File: src/rtl/mem_pkg.sv
// Shared types and widths for the external memory port and its arbiter.
package mem_pkg;

    localparam int unsigned MEM_ADDR_W = 20;
    localparam int unsigned MEM_DATA_W = 32;

    typedef enum logic [1:0] {
        IDLE = 2'b00,
        MEM  = 2'b01,
        RESP = 2'b10
    } arb_state_t;

    typedef enum logic {
        OWN_IC = 1'b0,
        OWN_D  = 1'b1
    } owner_t;

endpackage

File: src/rtl/imem_arbiter_if.sv
// Bundle of icache, data-side and memory-controller signals around imem_arbiter.
// slave = the arbiter itself; master = its surroundings (requesters and memory).
interface imem_arbiter_if #(
    parameter int unsigned ADDR_W = mem_pkg::MEM_ADDR_W,
    parameter int unsigned DATA_W = mem_pkg::MEM_DATA_W
);
    logic              ic_req;
    logic [ADDR_W-1:0] ic_addr;
    logic              ic_fetch;
    logic [DATA_W-1:0] ic_data;

    logic              d_req;
    logic              d_we;
    logic [ADDR_W-1:0] d_addr;
    logic [DATA_W-1:0] d_wdata;
    logic [3:0]        d_wmask;
    logic              d_ack;
    logic [DATA_W-1:0] d_rdata;

    logic              mem_req;
    logic              mem_we;
    logic [ADDR_W-1:0] mem_addr;
    logic [DATA_W-1:0] mem_wdata;
    logic [3:0]        mem_wmask;
    logic              mem_ready;
    logic [DATA_W-1:0] mem_rdata;

    logic              busy;
    logic              timeout;

    modport slave (
        input  ic_req, ic_addr, d_req, d_we, d_addr, d_wdata, d_wmask, mem_ready, mem_rdata,
        output ic_fetch, ic_data, d_ack, d_rdata, mem_req, mem_we, mem_addr, mem_wdata,
               mem_wmask, busy, timeout
    );

    modport master (
        output ic_req, ic_addr, d_req, d_we, d_addr, d_wdata, d_wmask, mem_ready, mem_rdata,
        input  ic_fetch, ic_data, d_ack, d_rdata, mem_req, mem_we, mem_addr, mem_wdata,
               mem_wmask, busy, timeout
    );

endinterface

File: src/rtl/arb_pick.sv
// Combinational tie-breaker between icache and data requests.
// IMEM_ARB_RR_EN selects round-robin; otherwise the data side always wins ties.
module arb_pick
    import mem_pkg::*;
(
`ifdef IMEM_ARB_RR_EN
    input  owner_t last_grant,
`endif
    input  logic   ic_req,
    input  logic   d_req,
    output owner_t grant
);

    always_comb begin
        grant = OWN_D;
        if (ic_req && d_req) begin
`ifdef IMEM_ARB_RR_EN
            grant = (last_grant == OWN_D) ? OWN_IC : OWN_D;
`else
            grant = OWN_D;
`endif
        end else if (ic_req) begin
            grant = OWN_IC;
        end
    end

endmodule

File: src/rtl/imem_arbiter.sv
// Sequencer for the shared external memory port: IDLE -> MEM -> RESP with a watchdog.
// Define IMEM_ARB_RR_EN for round-robin tie-breaking (fixed data priority otherwise).
module imem_arbiter
    import mem_pkg::*;
#(
    parameter int unsigned ADDR_W   = MEM_ADDR_W,
    parameter int unsigned DATA_W   = MEM_DATA_W,
    parameter int unsigned MAX_WAIT = 255
) (
    input  logic                  CLK,
    input  logic                  RST_N,
    imem_arbiter_if.slave         bus
);

    // Counter value in the last MEM cycle allowed before the watchdog fires.
    localparam logic [7:0] WdLast = 8'(MAX_WAIT - 1);

    arb_state_t        state_q, state_d;
    owner_t            owner_q, owner_d;
    owner_t            grant;
    logic              mem_req_q, mem_req_d;
    logic              mem_we_q, mem_we_d;
    logic [ADDR_W-1:0] mem_addr_q, mem_addr_d;
    logic [DATA_W-1:0] mem_wdata_q, mem_wdata_d;
    logic [3:0]        mem_wmask_q, mem_wmask_d;
    logic [DATA_W-1:0] resp_data_q, resp_data_d;
    logic              ic_fetch_q, ic_fetch_d;
    logic              d_ack_q, d_ack_d;
    logic              timeout_q, timeout_d;
    logic [7:0]        wd_cnt_q, wd_cnt_d;

    // owner_q doubles as the last-grant record for round-robin.
    arb_pick u_arb_pick (
`ifdef IMEM_ARB_RR_EN
        .last_grant (owner_q),
`endif
        .ic_req     (bus.ic_req),
        .d_req      (bus.d_req),
        .grant      (grant)
    );

    always_comb begin
        state_d     = state_q;
        owner_d     = owner_q;
        mem_req_d   = mem_req_q;
        mem_we_d    = mem_we_q;
        mem_addr_d  = mem_addr_q;
        mem_wdata_d = mem_wdata_q;
        mem_wmask_d = mem_wmask_q;
        resp_data_d = resp_data_q;
        wd_cnt_d    = wd_cnt_q;
        ic_fetch_d  = 1'b0;
        d_ack_d     = 1'b0;
        timeout_d   = 1'b0;

        unique case (state_q)
            IDLE: begin
                if (bus.ic_req || bus.d_req) begin
                    state_d   = MEM;
                    owner_d   = grant;
                    mem_req_d = 1'b1;
                    wd_cnt_d  = 8'd0;
                    if (grant == OWN_IC) begin
                        mem_we_d    = 1'b0;
                        mem_addr_d  = bus.ic_addr;
                        mem_wdata_d = '0;
                        mem_wmask_d = 4'hF;
                    end else begin
                        mem_we_d    = bus.d_we;
                        mem_addr_d  = bus.d_addr;
                        mem_wdata_d = bus.d_wdata;
                        mem_wmask_d = bus.d_wmask;
                    end
                end
            end
            MEM: begin
                if (bus.mem_ready) begin
                    state_d     = RESP;
                    mem_req_d   = 1'b0;
                    resp_data_d = bus.mem_rdata;
                    ic_fetch_d  = (owner_q == OWN_IC);
                    d_ack_d     = (owner_q == OWN_D);
                end else if (wd_cnt_q == WdLast) begin
                    state_d     = RESP;
                    mem_req_d   = 1'b0;
                    resp_data_d = '0;
                    timeout_d   = 1'b1;
                    ic_fetch_d  = (owner_q == OWN_IC);
                    d_ack_d     = (owner_q == OWN_D);
                end else begin
                    wd_cnt_d = wd_cnt_q + 8'd1;
                end
            end
            RESP: begin
                state_d = IDLE;
            end
            default: begin
                state_d = IDLE;
            end
        endcase
    end

    always_ff @(posedge CLK or negedge RST_N) begin
        if (!RST_N) begin
            state_q     <= IDLE;
            owner_q     <= OWN_D;
            mem_req_q   <= 1'b0;
            mem_we_q    <= 1'b0;
            mem_addr_q  <= '0;
            mem_wdata_q <= '0;
            mem_wmask_q <= 4'h0;
            resp_data_q <= '0;
            ic_fetch_q  <= 1'b0;
            d_ack_q     <= 1'b0;
            timeout_q   <= 1'b0;
            wd_cnt_q    <= 8'd0;
        end else begin
            state_q     <= state_d;
            owner_q     <= owner_d;
            mem_req_q   <= mem_req_d;
            mem_we_q    <= mem_we_d;
            mem_addr_q  <= mem_addr_d;
            mem_wdata_q <= mem_wdata_d;
            mem_wmask_q <= mem_wmask_d;
            resp_data_q <= resp_data_d;
            ic_fetch_q  <= ic_fetch_d;
            d_ack_q     <= d_ack_d;
            timeout_q   <= timeout_d;
            wd_cnt_q    <= wd_cnt_d;
        end
    end

    assign bus.mem_req   = mem_req_q;
    assign bus.mem_we    = mem_we_q;
    assign bus.mem_addr  = mem_addr_q;
    assign bus.mem_wdata = mem_wdata_q;
    assign bus.mem_wmask = mem_wmask_q;
    assign bus.ic_fetch  = ic_fetch_q;
    assign bus.ic_data   = resp_data_q;
    assign bus.d_ack     = d_ack_q;
    assign bus.d_rdata   = resp_data_q;
    assign bus.timeout   = timeout_q;
    assign bus.busy      = (state_q != IDLE);

endmodule

File: src/flat_wrapper.sv
// flat-port wrapper written by rule: the top's interface ports become plain ports
module imem_arbiter_flat import mem_pkg::*;
#(
    parameter int unsigned ADDR_W   = MEM_ADDR_W,
    parameter int unsigned DATA_W   = MEM_DATA_W,
    parameter int unsigned MAX_WAIT = 255
)
  (CLK, RST_N, bus_ic_req, bus_ic_addr, bus_d_req, bus_d_we, bus_d_addr, bus_d_wdata, bus_d_wmask, bus_mem_ready, bus_mem_rdata, bus_ic_fetch, bus_ic_data, bus_d_ack, bus_d_rdata, bus_mem_req, bus_mem_we, bus_mem_addr, bus_mem_wdata, bus_mem_wmask, bus_busy, bus_timeout);
  imem_arbiter_if #(.ADDR_W(ADDR_W), .DATA_W(DATA_W)) bus_i ();
  input  logic CLK;
  input  logic RST_N;
  input wire logic [$bits(bus_i.ic_req)-1:0] bus_ic_req;
  input wire logic [$bits(bus_i.ic_addr)-1:0] bus_ic_addr;
  input wire logic [$bits(bus_i.d_req)-1:0] bus_d_req;
  input wire logic [$bits(bus_i.d_we)-1:0] bus_d_we;
  input wire logic [$bits(bus_i.d_addr)-1:0] bus_d_addr;
  input wire logic [$bits(bus_i.d_wdata)-1:0] bus_d_wdata;
  input wire logic [$bits(bus_i.d_wmask)-1:0] bus_d_wmask;
  input wire logic [$bits(bus_i.mem_ready)-1:0] bus_mem_ready;
  input wire logic [$bits(bus_i.mem_rdata)-1:0] bus_mem_rdata;
  output wire logic [$bits(bus_i.ic_fetch)-1:0] bus_ic_fetch;
  output wire logic [$bits(bus_i.ic_data)-1:0] bus_ic_data;
  output wire logic [$bits(bus_i.d_ack)-1:0] bus_d_ack;
  output wire logic [$bits(bus_i.d_rdata)-1:0] bus_d_rdata;
  output wire logic [$bits(bus_i.mem_req)-1:0] bus_mem_req;
  output wire logic [$bits(bus_i.mem_we)-1:0] bus_mem_we;
  output wire logic [$bits(bus_i.mem_addr)-1:0] bus_mem_addr;
  output wire logic [$bits(bus_i.mem_wdata)-1:0] bus_mem_wdata;
  output wire logic [$bits(bus_i.mem_wmask)-1:0] bus_mem_wmask;
  output wire logic [$bits(bus_i.busy)-1:0] bus_busy;
  output wire logic [$bits(bus_i.timeout)-1:0] bus_timeout;
  assign bus_i.ic_req = bus_ic_req;
  assign bus_i.ic_addr = bus_ic_addr;
  assign bus_i.d_req = bus_d_req;
  assign bus_i.d_we = bus_d_we;
  assign bus_i.d_addr = bus_d_addr;
  assign bus_i.d_wdata = bus_d_wdata;
  assign bus_i.d_wmask = bus_d_wmask;
  assign bus_i.mem_ready = bus_mem_ready;
  assign bus_i.mem_rdata = bus_mem_rdata;
  assign bus_ic_fetch = bus_i.ic_fetch;
  assign bus_ic_data = bus_i.ic_data;
  assign bus_d_ack = bus_i.d_ack;
  assign bus_d_rdata = bus_i.d_rdata;
  assign bus_mem_req = bus_i.mem_req;
  assign bus_mem_we = bus_i.mem_we;
  assign bus_mem_addr = bus_i.mem_addr;
  assign bus_mem_wdata = bus_i.mem_wdata;
  assign bus_mem_wmask = bus_i.mem_wmask;
  assign bus_busy = bus_i.busy;
  assign bus_timeout = bus_i.timeout;
  imem_arbiter #(.ADDR_W(ADDR_W), .DATA_W(DATA_W), .MAX_WAIT(MAX_WAIT)) u_core (.CLK(CLK), .RST_N(RST_N), .bus(bus_i));
endmodule
File: config.mk
export PLATFORM = sky130hd
export DESIGN_NAME = imem_arbiter_flat
export DESIGN_NICKNAME = d
export VERILOG_FILES = /design/src/rtl/mem_pkg.sv /design/src/rtl/imem_arbiter_if.sv /design/src/rtl/arb_pick.sv /design/src/rtl/imem_arbiter.sv /design/src/flat_wrapper.sv
export SDC_FILE = /design/constraint.sdc
export NUM_CORES = 1
export LEC_CHECK = 0
export ABC_CLOCK_PERIOD_IN_PS = 2100
export CAP_MARGIN = 25
export CORE_MARGIN = 4
export CORE_UTILIZATION = 30
export CTS_BUF_LIST = sky130_fd_sc_hd__clkbuf_8 sky130_fd_sc_hd__clkbuf_16
export DETAILED_ROUTE_END_ITERATION = 8
export PLACE_DENSITY_LB_ADDON = 0.3
export SYNTH_ARGS = -nofsm -noshare
export SYNTH_HDL_FRONTEND = slang
export SYNTH_SLANG_ARGS = --single-unit
File: constraint.sdc
create_clock -name CLK -period 2.1 [get_ports CLK]
set_clock_uncertainty 0.05 [all_clocks]
set_input_delay 0.315 -clock CLK [delete_from_list [all_inputs] [get_ports CLK]]
set_output_delay 0.315 -clock CLK [all_outputs]
set_load 0.01 [all_outputs]
======== Word-level counts from Yosys, hierarchy flattened ========
Cells that the tools add are included.
Widths: inputs -> output; s select.
cells by class
  add/sub/neg operators ................... 1
  equality and inequality tests ........... 6
  mux-type cells .......................... 29
  bitwise logic cells ..................... 1
  reductions and logical operators ........ 11
operator list
  cell                 count
  $mux 32              3
  $mux 8               3
  $mux 20              1
  $pmux 8 s2           1
  $mux 1               15
  $add 8x1->8 const B  1
  $eq 8x8->1 const B   1
  $mux 2               3
  $reduce_and 2->1     3
  $reduce_bool 2->1    3
  $mux 4               1
  $ne 2x2->1 const B   2
  $pmux 2 s2           1
  $reduce_and 4->1     1
  $ne 3x2->1 const B   1
  $reduce_and 3->1     1
  $eq 2x1->1 const B   1
  $logic_not 2->1      1
  $ne 2x1->1 const B   1
  $pmux 1 s2           1
  $logic_and 1x1->1    1
  $logic_or 1x1->1     1
  $not 1->1            1
storage, ports and cells
  flip-flop bits (word level) ............. 104
  input port bits ......................... 114
  output and inout bits ................... 126
  logic and storage cells ................. 60

======== Logic depth before layout (Yosys ltp) ========
  depth in word-level cells ............... 4
  mapped depth ............................ 7

======== Cells and area by module ========
From an unflattened synthesis, not the netlist that was laid out.
unflattened totals
  cells, all modules ...................... 420
  area, all modules ....................... 4428.0 µm²
modules (own cells, without submodules)
  module        times used  cells an instance  area each (µm²)
  imem_arbiter  1           419                4421.7
  arb_pick      1           1                  6.3

======== Least setup slack after synthesis ========
Ideal clock, no wire load.
  kind .................................... reg2reg
  start ................................... register u_core.wd_cnt_q[0]
  end ..................................... register u_core.resp_data_q[11], in the netlist u_core.bus.d_rdata[11]
  arrival time ............................ 1.565 ns
  path slack .............................. 0.418 ns
  stages on the path, launching flop included .. 8
  cells stage by stage .................... dfrtp_1 > inv_1 > ha_1 > and2_1 > and3_1 > o21ai_2 > buf_2 > a22o_1
on the way
  word-level cells in the longest chain between the ends .. 3
RTL lines
  element                             line                 text
  from (decl)                         imem_arbiter.sv:30   logic [7:0] wd_cnt_q, wd_cnt_d;
  from (signal assigned)              imem_arbiter.sv:129  wd_cnt_q <= wd_cnt_d;
  $eq 8x8->1                          imem_arbiter.sv:83   end else if (wd_cnt_q == WdLast) begin
  $reduce_bool 2->1 (no source line)  -
  $reduce_and 2->1 (no source line)   -
  to (signal assigned)                imem_arbiter.sv:125  resp_data_q <= resp_data_d;
  to (decl)                           imem_arbiter.sv:26   logic [DATA_W-1:0] resp_data_q, resp_data_d;
No other way between the ends.
A chain may end at the register's enable or synchronous reset.

======== Final worst setup path ========
  start ................................... register u_core.state_q[1]
  end ..................................... output port bus_busy
on the way
  word-level cells in the longest chain between the ends .. 1
RTL lines
  element                 line                 text
  from (decl)             imem_arbiter.sv:18   arb_state_t state_q, state_d;
  from (signal assigned)  imem_arbiter.sv:118  state_q <= state_d;
  $reduce_bool 2->1       imem_arbiter.sv:143  assign bus.busy = (state_q != IDLE);
  to (decl)               flat_wrapper.sv:30   output wire logic [$bits(bus_i.busy)-1:0] bus_busy;
No other way between the ends.

==> impl_metrics.py <==
metrics = {
    "worst_setup_path": {
        "crit_family": "buffers and inverters",
        "slowest_stage": "clkdlybuf4s50_1",
        "worst-path-buf-inv": 2,
        "critPathKind": "reg -> out",
        "worstSetupStartpointType": "flip-flop",
        "critPathMaxFanout": 3,
        "crit_path_cell_trace": "nor2_1 > inv_1 > clkdlybuf4s50_1",
        "worstSetupEndpointType": "primary output",
        "cp.required_ns": 1.74,
        "path_depth": 3,
        "worstRegToRegCells": 7,
        "max_stage_delay_ns": 0.50,
        "arrival_ns": 1.54,
    },
    "sta": {
        "final_hold_viol_count": 15,
        "post-route-min-period_ns": 1.90,
        "setup_tns_ns": 0,
        "rsz0062_at_grt": "false",
        "final_max_slew_viol_count": 0,
        "maxSlewHeadroom": 0.639,
        "fmax_ghz": 0.526,
        "post-route-period-util": 0.905,
        "worstMarginPinSlew_ns": 0.541,
        "setup_viol": 0,
        "holdWs_ns": -0.0151,
    },
    "placement": {
        "gp_congestion": 0.773,
        "placement.io_buffers": 239,
        "dpl_cell_area_mm2": 0.00672,
        "post-dp-hpwl_mm": 8.50,
        "post-place-cells": 718,
    },
    "drt": {
        "wl_mm": 11.5,
        "drtIter0Drc": 98,
        "viasPerCell": 4.62,
        "vias": 3390,
        "ant_nets": 0,
        "dr.pass1.iters": 4,
        "drcViolationCount": 0,
        "post_drt_wl_per_cell_um": 15.6,
    },
    "floorplanning": {
        "die_y_um": 127,
        "die_width_um": 127,
        "die_area_mm2": 0.0162,
        "fp.coreArea_mm2": 0.0139,
        "io_pins": 240,
        "initial_core_util": 0.307,
        "rows": 43,
    },
    "finish": {
        "area.growth.synth_to_final_pct": 65.2,
        "nFillCells": 1208,
        "antennaDiodeCount": 0,
        "instances_no_fill": 734,
        "drive_gt1_frac": 0.0650,
        "nets": 665,
        "stdcell_area_mm2": 0.00707,
    },
    "run": {
        "drv_cap": 0,
    },
    "pwr": {
        "combPwrFrac": 0.475,
        "p_sw_mw": 3.26,
        "power.density_mw_per_mm2": 1450,
        "p_leak_nw": 3.03,
        "peakVddDrop_mv": 0.619,
        "seqPwrFrac": 0.339,
        "switching_share": 0.318,
        "clkPwrFrac": 0.186,
        "p_int_mw": 7.01,
    },
    "logic_synthesis": {
        "synth_common_cells": "dfrtp_1 (103), a22o_1 (65), buf_4 (32), o21ai_0 (25), nand2_1 (23)",
        "ys_ff_latch": 104,
        "synth_nets": 457,
        "yosys.area.top_type": "dfrtp_1",
        "synth_edf_count": 0,
        "yosysWarnings": 0,
        "ys_dominant_reg_cell": "dfrtp_1",
        "yosys.area.top_type_share": 0.603,
        "async_flop_share": 1.00,
        "ys_types": 32,
        "syn_area_per_cell_um2": 12.5,
        "synth-seq-area-share": 0.609,
        "yosys-top-cells-area": "dfrtp_1 (60%), a22o_1 (13%), buf_4 (5.6%)",
        "netlist_instances": 341,
        "syn_area_mm2": 0.00428,
        "synth.most_common_cell": "dfrtp_1",
    },
    "clock_network": {
        "clkSinkCount": 104,
        "cts_tree": "yes",
        "insertion_delay_ns": 0.34,
        "numCtsBuffers": 9,
        "path_clk_slew_ns": 0.07,
        "cts_resized": 0,
        "cts_buffer_depth": 2,
        "htreeDepth": 3,
        "cts_setup_buffers": 0,
        "hold_buffers": 0,
        "root_buffer": "clkbuf_16",
    },
    "outcome": {
        "status": "complete, but fails checks",
        "violations": "negative hold slack",
    },
    "global_routing": {
        "grt_use_met3": 0.0535,
        "first_global_vias": 3519,
        "antenna_found_initial": 0,
        "grt_overflow_total": 0,
        "grt_pass1_wl_mm": 18.3,
        "track_usage": 0.141,
        "grt_use_met1": 0.189,
        "grt_max_degree": 105,
        "top_usage_layer": "met2",
        "use_met2": 0.208,
    },
    "min_path": {
        "hp-class": "in -> async",
    },
}
-- placed cells by master, fill, tap and decap left out, drive strengths merged, types with 2 or more instances in the layout --
cell type | Yosys | routed
and3 | 2 | 2
a22o | 65 | 65
nor3b | 2 | 2
o21a | 2 | 2
ha | 2 | 2
nand2 | 23 | 23
clkdlybuf4s50 | 0 | 238
nand3 | 5 | 5
o21ai | 27 | 27
a21o | 3 | 3
nand3b | 2 | 2
inv | 5 | 6
buf | 42 | 13
nor2 | 4 | 4
bufinv | 0 | 3
nor2b | 3 | 3
and2 | 3 | 3
mux2i | 22 | 22
dfrtp | 103 | 103
o22a | 4 | 4
clkinvlp | 0 | 2
clkbuf | 12 | 9
-- registers in the layout (all words and copies together) (netlist names), 2 cells and up --
signal                count
u_core.bus.d_rdata       32
u_core.bus.mem_addr      20
u_core.bus.mem_wdata     32
u_core.bus.mem_wmask      4
u_core.state_q            2
u_core.wd_cnt_q           8
-- per-layer routing --
metal / up-vias / wire length [µm]
li1: 1615 / -
met1: 1588 / 5010
met2: 174 / 5060
met3: 13 / 1210
met4: 0 / 204
met5: - / 0
-- cell type report --
class,instances,area [µm²],area share
Timing Repair Buffer,251,2540,0.360
Clock buffer,9,225,0.0319
Clock inverter,7,119,0.0168
Tap cell,180,225,0.0319
Multi-Input combinational cell,178,1330,0.189
Inverter,5,18.8,0.00266
Sequential cell,104,2600,0.368
-- power by group through the flow --
stage                     registers, mW  clock network (mW)  logic, mW
after detailed placement           3.51                   0       4.95
after global placement             3.49                   0       4.90
after floorplan                    3.84                   0       1.89
after global routing               3.61                2.06       5.25
final                              3.48                1.91       4.87
after CTS                          3.50                1.98       4.97
-- kinds of logic (layout without fill, tap and decap cells) --
logic type,Yosys count,after routing,synth area share
AOI/OAI and AO/OA,105,105,0.192
xor gates and xnor gates,1,1,0.00205
adders and majority gates,2,2,0.00585
buffers and inverters,59,272,0.0828
DFF,104,104,0.609
muxes,23,23,0.0550
and+or+nand+nor,47,47,0.0541
-- path summary, 6_finish.rpt --
| check | startpoint | to | slack (ns) |
|---|---|---|---|
| max in group asynchronous | RST_N | u_core.bus.mem_addr[4]$_DFFE_PN0P_ | 1.61 |
| min in group CLK | u_core.bus.mem_addr[12]$_DFFE_PN0P_ | u_core.bus.mem_addr[12]$_DFFE_PN0P_ | 0.43 |
| worst min register to register | u_core.bus.mem_addr[12]$_DFFE_PN0P_ | u_core.bus.mem_addr[12]$_DFFE_PN0P_ | 0.43 |
| worst max register to register | u_core.wd_cnt_q[0]$_DFFE_PN0P_ | u_core.bus.d_rdata[15]$_DFFE_PN0P_ | 0.36 |
| worst min-delay path | RST_N | u_core.bus.d_rdata[1]$_DFFE_PN0P_ | -0.02 |
| worst max-delay path | u_core.state_q[1]$_DFFE_PN0P_ | bus_busy | 0.20 |
-- worst register-to-register path: cells and delay by family (launching register included) --
family                     cells  cell delay [ns]
and+or+nand+nor                2             0.40
adders and majority gates      1             0.18
DFF                            1             0.41
buffers and inverters          2             0.28
AOI/OAI and AO/OA              2             0.37
-- metrics by stage --
step	power, mW	hold WS [ns]	setup slack, ns	util
6_report	10.3	-0.0151	0.199	0.507
5_1_grt	10.9	0.0215	0.0323	0.507
4_1_cts	10.4	0.000983	0.131	0.507
3_5_place_dp	8.46	0.378	0.00796	0.483
3_3_place_gp	8.39	0.368	0.0379	0.483
2_1_floorplan	5.73	-0.0306	0.418	-
Power figures use the tool's default switching activity.
